==> src/rtl/ex_mem_pkg.sv <==
// Shared types and constants for the EX->MEM pipeline boundary.
// Field widths of the bundle are fixed here; the top-level width parameters
// default to these values and must stay consistent with them.
package ex_mem_pkg;

  localparam int EX_INST_W   = 32;
  localparam int EX_ADDR_W   = 32;
  localparam int EX_DATA_W   = 32;
  localparam int EX_REG_W    = 5;
  localparam int EX_LSU_OP_W = 4;

  // Two entries: one at the head being offered to MEM, one to absorb the
  // bundle EX launched while the ready it saw was still high.
  localparam int DEPTH = 2;

  localparam logic [EX_LSU_OP_W-1:0] LSU_OP_NONE = '0;

  typedef struct packed {
    logic [EX_INST_W-1:0]   inst;
    logic [EX_ADDR_W-1:0]   pc;
    logic [EX_DATA_W-1:0]   result;
    logic                   rw_en;
    logic [EX_REG_W-1:0]    rw_addr;
    logic [EX_DATA_W-1:0]   lsu_data;
    logic [EX_LSU_OP_W-1:0] lsu_op;
  } ex_bundle_t;

endpackage

==> src/rtl/pipe_fifo2.sv <==
// Purpose: generic 2-entry circular valid/ready FIFO of ex_bundle_t with synchronous flush.
// Latency: an entry pushed at edge N is presented on out_dat in the cycle after edge N.
// Backpressure: in_rdy = (level != 2), a pure function of state; out_rdy never reaches in_rdy.
// Ports: clk, rst_n (async low), flush; in_vld/in_rdy/in_dat; out_vld/out_rdy/out_dat; level.
module pipe_fifo2
  import ex_mem_pkg::*;
(
  input  logic       clk,
  input  logic       rst_n,
  input  logic       flush,
  input  logic       in_vld,
  output logic       in_rdy,
  input  ex_bundle_t in_dat,
  output logic       out_vld,
  input  logic       out_rdy,
  output ex_bundle_t out_dat,
  output logic [1:0] level
);

  ex_bundle_t mem_q [DEPTH];
  logic       rd_ptr;
  logic       wr_ptr;
  logic [1:0] count;
  logic       push;
  logic       pop;

  assign in_rdy  = (count != 2'(DEPTH));
  assign out_vld = (count != 2'd0);
  // Slots are zeroed on pop and flush, so an empty FIFO presents all zeros.
  assign out_dat = mem_q[rd_ptr];
  assign level   = count;

  assign push = in_vld & in_rdy & ~flush;
  assign pop  = out_vld & out_rdy & ~flush;

  always_ff @(posedge clk or negedge rst_n) begin
    if (!rst_n) begin
      rd_ptr <= 1'b0;
      wr_ptr <= 1'b0;
      count  <= 2'd0;
      for (int i = 0; i < DEPTH; i++) mem_q[i] <= '0;
    end else if (flush) begin
      rd_ptr <= 1'b0;
      wr_ptr <= 1'b0;
      count  <= 2'd0;
      for (int i = 0; i < DEPTH; i++) mem_q[i] <= '0;
    end else begin
      // push and pop never target the same slot: push needs count<2 and
      // pop needs count>0, so with both active the pointers differ.
      if (push) begin
        mem_q[wr_ptr] <= in_dat;
        wr_ptr        <= wr_ptr + 1'b1;
      end
      if (pop) begin
        mem_q[rd_ptr] <= '0;
        rd_ptr        <= rd_ptr + 1'b1;
      end
      case ({push, pop})
        2'b10:   count <= count + 2'd1;
        2'b01:   count <= count - 2'd1;
        default: count <= count;
      endcase
    end
  end

endmodule

==> src/rtl/ex_mem_pipe_ctrl.sv <==
// Purpose: EX->MEM boundary register (2-entry skid) plus head-entry forwarding source.
// Latency: bundle accepted at edge N is on mem_* in the cycle after edge N; no comb in->out path.
// Backpressure: ex_ready = occupancy != 2, registered state only; MEM stalls are absorbed by the skid slot.
// Ports: clk, rst_n, flush; ex_* in (valid/ready); mem_* out (valid/ready); fwd_valid/addr/data; occupancy.
module ex_mem_pipe_ctrl
  import ex_mem_pkg::*;
#(
  parameter int INST_W   = EX_INST_W,
  parameter int ADDR_W   = EX_ADDR_W,
  parameter int DATA_W   = EX_DATA_W,
  parameter int REG_W    = EX_REG_W,
  parameter int LSU_OP_W = EX_LSU_OP_W
) (
  input  logic                clk,
  input  logic                rst_n,
  input  logic                ex_valid,
  output logic                ex_ready,
  input  logic [INST_W-1:0]   ex_inst,
  input  logic [ADDR_W-1:0]   ex_pc,
  input  logic [DATA_W-1:0]   ex_result,
  input  logic                ex_rw_en,
  input  logic [REG_W-1:0]    ex_rw_addr,
  input  logic [DATA_W-1:0]   ex_lsu_data,
  input  logic [LSU_OP_W-1:0] ex_lsu_op,
  output logic                mem_valid,
  input  logic                mem_ready,
  output logic [INST_W-1:0]   mem_inst,
  output logic [ADDR_W-1:0]   mem_pc,
  output logic [DATA_W-1:0]   mem_result,
  output logic                mem_rw_en,
  output logic [REG_W-1:0]    mem_rw_addr,
  output logic [DATA_W-1:0]   mem_lsu_data,
  output logic [LSU_OP_W-1:0] mem_lsu_op,
  input  logic                flush,
  output logic                fwd_valid,
  output logic [REG_W-1:0]    fwd_addr,
  output logic [DATA_W-1:0]   fwd_data,
  output logic [1:0]          occupancy
);

  ex_bundle_t in_dat;
  ex_bundle_t head_dat;

  assign in_dat.inst     = ex_inst;
  assign in_dat.pc       = ex_pc;
  assign in_dat.result   = ex_result;
  assign in_dat.rw_en    = ex_rw_en;
  assign in_dat.rw_addr  = ex_rw_addr;
  assign in_dat.lsu_data = ex_lsu_data;
  assign in_dat.lsu_op   = ex_lsu_op;

  pipe_fifo2 u_fifo (
    .clk     (clk),
    .rst_n   (rst_n),
    .flush   (flush),
    .in_vld  (ex_valid),
    .in_rdy  (ex_ready),
    .in_dat  (in_dat),
    .out_vld (mem_valid),
    .out_rdy (mem_ready),
    .out_dat (head_dat),
    .level   (occupancy)
  );

  assign mem_inst     = head_dat.inst;
  assign mem_pc       = head_dat.pc;
  assign mem_result   = head_dat.result;
  assign mem_rw_en    = head_dat.rw_en;
  assign mem_rw_addr  = head_dat.rw_addr;
  assign mem_lsu_data = head_dat.lsu_data;
  assign mem_lsu_op   = head_dat.lsu_op;

  // Only ALU results are known at this point; a load's value arrives from
  // MEM later, and writes to r0 are architecturally discarded.
  assign fwd_valid = mem_valid & head_dat.rw_en & (head_dat.lsu_op == LSU_OP_NONE)
                   & (head_dat.rw_addr != '0);
  assign fwd_addr  = head_dat.rw_addr;
  assign fwd_data  = head_dat.result;

endmodule

==> config.mk <==
export PLATFORM = sky130hd
export DESIGN_NAME = ex_mem_pipe_ctrl
export DESIGN_NICKNAME = d
export VERILOG_FILES = /design/src/rtl/ex_mem_pkg.sv /design/src/rtl/pipe_fifo2.sv /design/src/rtl/ex_mem_pipe_ctrl.sv
export SDC_FILE = /design/constraint.sdc
export NUM_CORES = 1
export LEC_CHECK = 0
export BUFFER_PORTS_ARGS = -buffer_cell sky130_fd_sc_hd__buf_4
export CORE_ASPECT_RATIO = 1.75
export CORE_MARGIN = 1
export CORE_UTILIZATION = 35
export DETAILED_ROUTE_END_ITERATION = 8
export MAX_ROUTING_LAYER = met4
export SKIP_CTS_REPAIR_TIMING = 1
export SYNTH_ARGS = -nofsm -noshare
export SYNTH_HDL_FRONTEND = slang
export SYNTH_SLANG_ARGS = --single-unit
export TNS_END_PERCENT = 50
==> constraint.sdc <==
create_clock -name clk -period 1.7 [get_ports clk]
set_clock_uncertainty 0.2 [all_clocks]
set_input_delay 0.17 -clock clk [delete_from_list [all_inputs] [get_ports clk]]
set_output_delay 0.17 -clock clk [all_outputs]
set_load 0.02 [all_outputs]
==> summary.txt <==
outcome = finished with violations
failing checks = negative hold slack, negative setup slack
Layout Nets = 2,085
routed vias/inst = 6.06
grt peak-use layer = met2
Leak = 9.78 nW
clk sink count = 280
Post-Synth Adder-Cell Area = 0
Design Power = 18.4 mW
largest area contributor in the synthesized netlist = dfrtp_1
Synth Register Bits = 280
largest family of logic cells by synthesized area = compound AO/OA/AOI/OAI gates
H-tree levels = 1
worst vdd ir = 0.789 mV
row cnt = 101
fmax = 388 MHz
via count = 15,400
Placer Congestion = 0.784
hold_ws = -0.00209 ns
Worst Slack Setup Final = -0.875 ns
setup slack, reg-to-reg = -0.61 ns
Post-Syn Nets = 1,693
fraction of registers with async set/reset = 1.00
CP startpoint = u_fifo.rd_ptr
synthesized area = 15,400 µm²
startpoint types = flop
sequential share of the synthesized area = 0.454
Syn Inst Count = 1,550
Yosys warning total = 0
CTS tree = done
Synth area leaders = dfrtp_1 (45%), o31ai_1 (13%), nand4_1 (11%), mux2_2 (10%), a21oi_1 (9.1%)
Cell variety after synth = 34
drt drc = 0
Root Driver = clkbuf_16
mux contribution to synthesized area = 0.101
Worst Path Required = 1.33 ns
initial antenna violation count = 4
Setup crit end kind = output port
layout cells sized above 1 = 0.366
io pins = 323
routed wire length per instance = 23.0 µm
Period Utilization, post-route = 1.51
input/output buffers = 322
fin crit period = 2.57 ns
CP Max Fanout = 4
Tot GR Track Use = 0.225
reg2reg start = u_fifo.rd_ptr
Power Density = 794 nW/µm²
global-route track usage on met2 = 0.372
Setup Viol. Count Final = 474
Avg Cell Area, Syn = 9.95 µm²
vias in the first global route = 13,900
detailed-placement wirelength estimate = 32,000 µm
number of synthesized flops with an enable pin = 0
TritonCTS Buffers = 30
GR Layer Usage met3 = 0.0298
starting density of the core = 0.355
first-pass GRT wire length = 79,100 µm
Clock Path Buffers = 3
GRT met1 Usage = 0.274
clock slew at reported path FFs = 0.07 ns
largest net degree at the start of global routing = 93
ys flop type = dfrtp_1
Slew @ Worst Pin = 0.984 ns
RSZ-0062 raised after global routing = true
Fin. Hold Viols = 2
WS Path Type = reg2out
Compound-Gate Fraction of Synth Area = 0.229
Yosys top cell area share = 0.454
R2R Path End = u_fifo.mem_q[177]
setup TNS = -244.73 ns
slew margin rel. = 0.342
Routed Antenna Nets = 0
max-cap violations = 0
Synth Area in XOR/XNOR = 0.000568
Die ar. = 44,900 µm²
reg2reg path depth = 9
Vert. Die Dim = 280 µm
Detailed Route Iter0 Violations = 1,233
Overflow after GRT = 0
Synth-to-Final Area Change = 49.9%
Worst Setup EP = fwd_valid
clk_lat worst skew = 0.57 ns
Pins Over Slew Limit = 0
Min-Delay Path Class = in2async
Horiz. Die Dim = 161 µm
detailed-router iteration count before antenna repair = 8
most instantiated cells after synthesis = a21oi_1 (280), dfrtp_1 (280), nand4_1 (276), o31ai_1 (276), buf_2 (143)
Simple-Gate Fraction of Synth Area = 0.119
DRT Wirelength = 58,400 µm
worst path arrival time = 2.20 ns
core box area = 43,500 µm²
==> critical path: stages (launching register included) <==
cell	delay (ns)
dfrtp_4	0.49
or4_4	0.50
o32ai_4	0.30
buf_6	0.14
nor4_4	0.03
buf_4	0.17
==> power breakdown <==
| part | internal [mW] | switching [mW] |
|---|---|---|
| clock network | 4.18 | 2.89 |
| registers | 6.88 | 0.136 |
| logic | 1.99 | 2.27 |
| total | 13.1 | 5.30 |
==> kinds of logic (layout without fill, tap and decap cells) <==
family / after synthesis / count (layout)
compound gates: 564 / 565
mux: 138 / 138
flops: 280 / 280
simple gates: 296 / 296
other cells: 0 / 4
buf+inv: 271 / 686
xor+xnor: 1 / 1
==> placed cells by master (no fill, tap or decap), types with 3 or more instances in the layout <==
cell type and instances:
o31ai_2 9, a21oi_4 7, clkinvlp_4 3, dfrtp_1 276, clkbuf_8 9, buf_6 122
a21oi_2 9, nor2_1 3, a21oi_1 264, buf_8 5, buf_4 265, dlygate4sd3_1 143
o21ai_0 3, bufinv_16 3, diode_2 4, clkinv_2 3, nand4_1 276, buf_16 5
clkbuf_1 5, buf_12 62, clkbuf_16 55, o31ai_1 267, mux2_4 53, mux2_2 85
==> registers in the layout, indices dropped and copies added, names as in the netlist <==
| name | cells |
|---|---|
| u_fifo.level | 2 |
| u_fifo.mem_q | 276 |
| u_fifo.rd_ptr | 1 |
| u_fifo.wr_ptr | 1 |
==> per-layer routing <==
metal,wire (µm),vias up,part of all wire
met3,3390,137,0.058
met4,2240,0,0.038
li1,-,6819,-
met2,30500,651,0.52
met1,22300,7769,0.38
met5,0,-,0
==> per-stage QoR <==
stage,instances,area [µm²],setup WS (ns),utilization
5_1_grt,2536,23100,-0.946,0.532
2_1_floorplan,1550,15600,-0.0344,-
3_5_place_dp,2273,18700,-0.408,0.431
6_report,2536,23100,-0.875,0.532
3_3_place_gp,2273,18700,-0.463,0.431
4_1_cts,2329,19800,-1.05,0.455
==> layout make-up <==
class,count,area (µm²)
Fill cell,3783,20400
Sequential cell,280,7020
Inverter,3,45.0
Multi-Input combinational cell,1000,7410
Timing Repair inverter,1,11.3
Antenna cell,4,10.0
Timing Repair Buffer,626,6850
Clock inverter,11,145
Tap cell,566,708
Clock buffer,45,918
==> worst min-delay path by stage <==
stage                              to  cells after the start  slack (ns)
floorplan             u_fifo.level[0]                      0       -0.33
global placement      u_fifo.mem_q[6]                      1       -0.15
detailed placement  u_fifo.mem_q[144]                      1       -0.15
CTS                 u_fifo.mem_q[144]                      1       -0.77
global route          u_fifo.mem_q[9]                      3       0.004
finish              u_fifo.mem_q[147]                      3      -0.002
No activity file was read; power rests on OpenSTA's default activity.
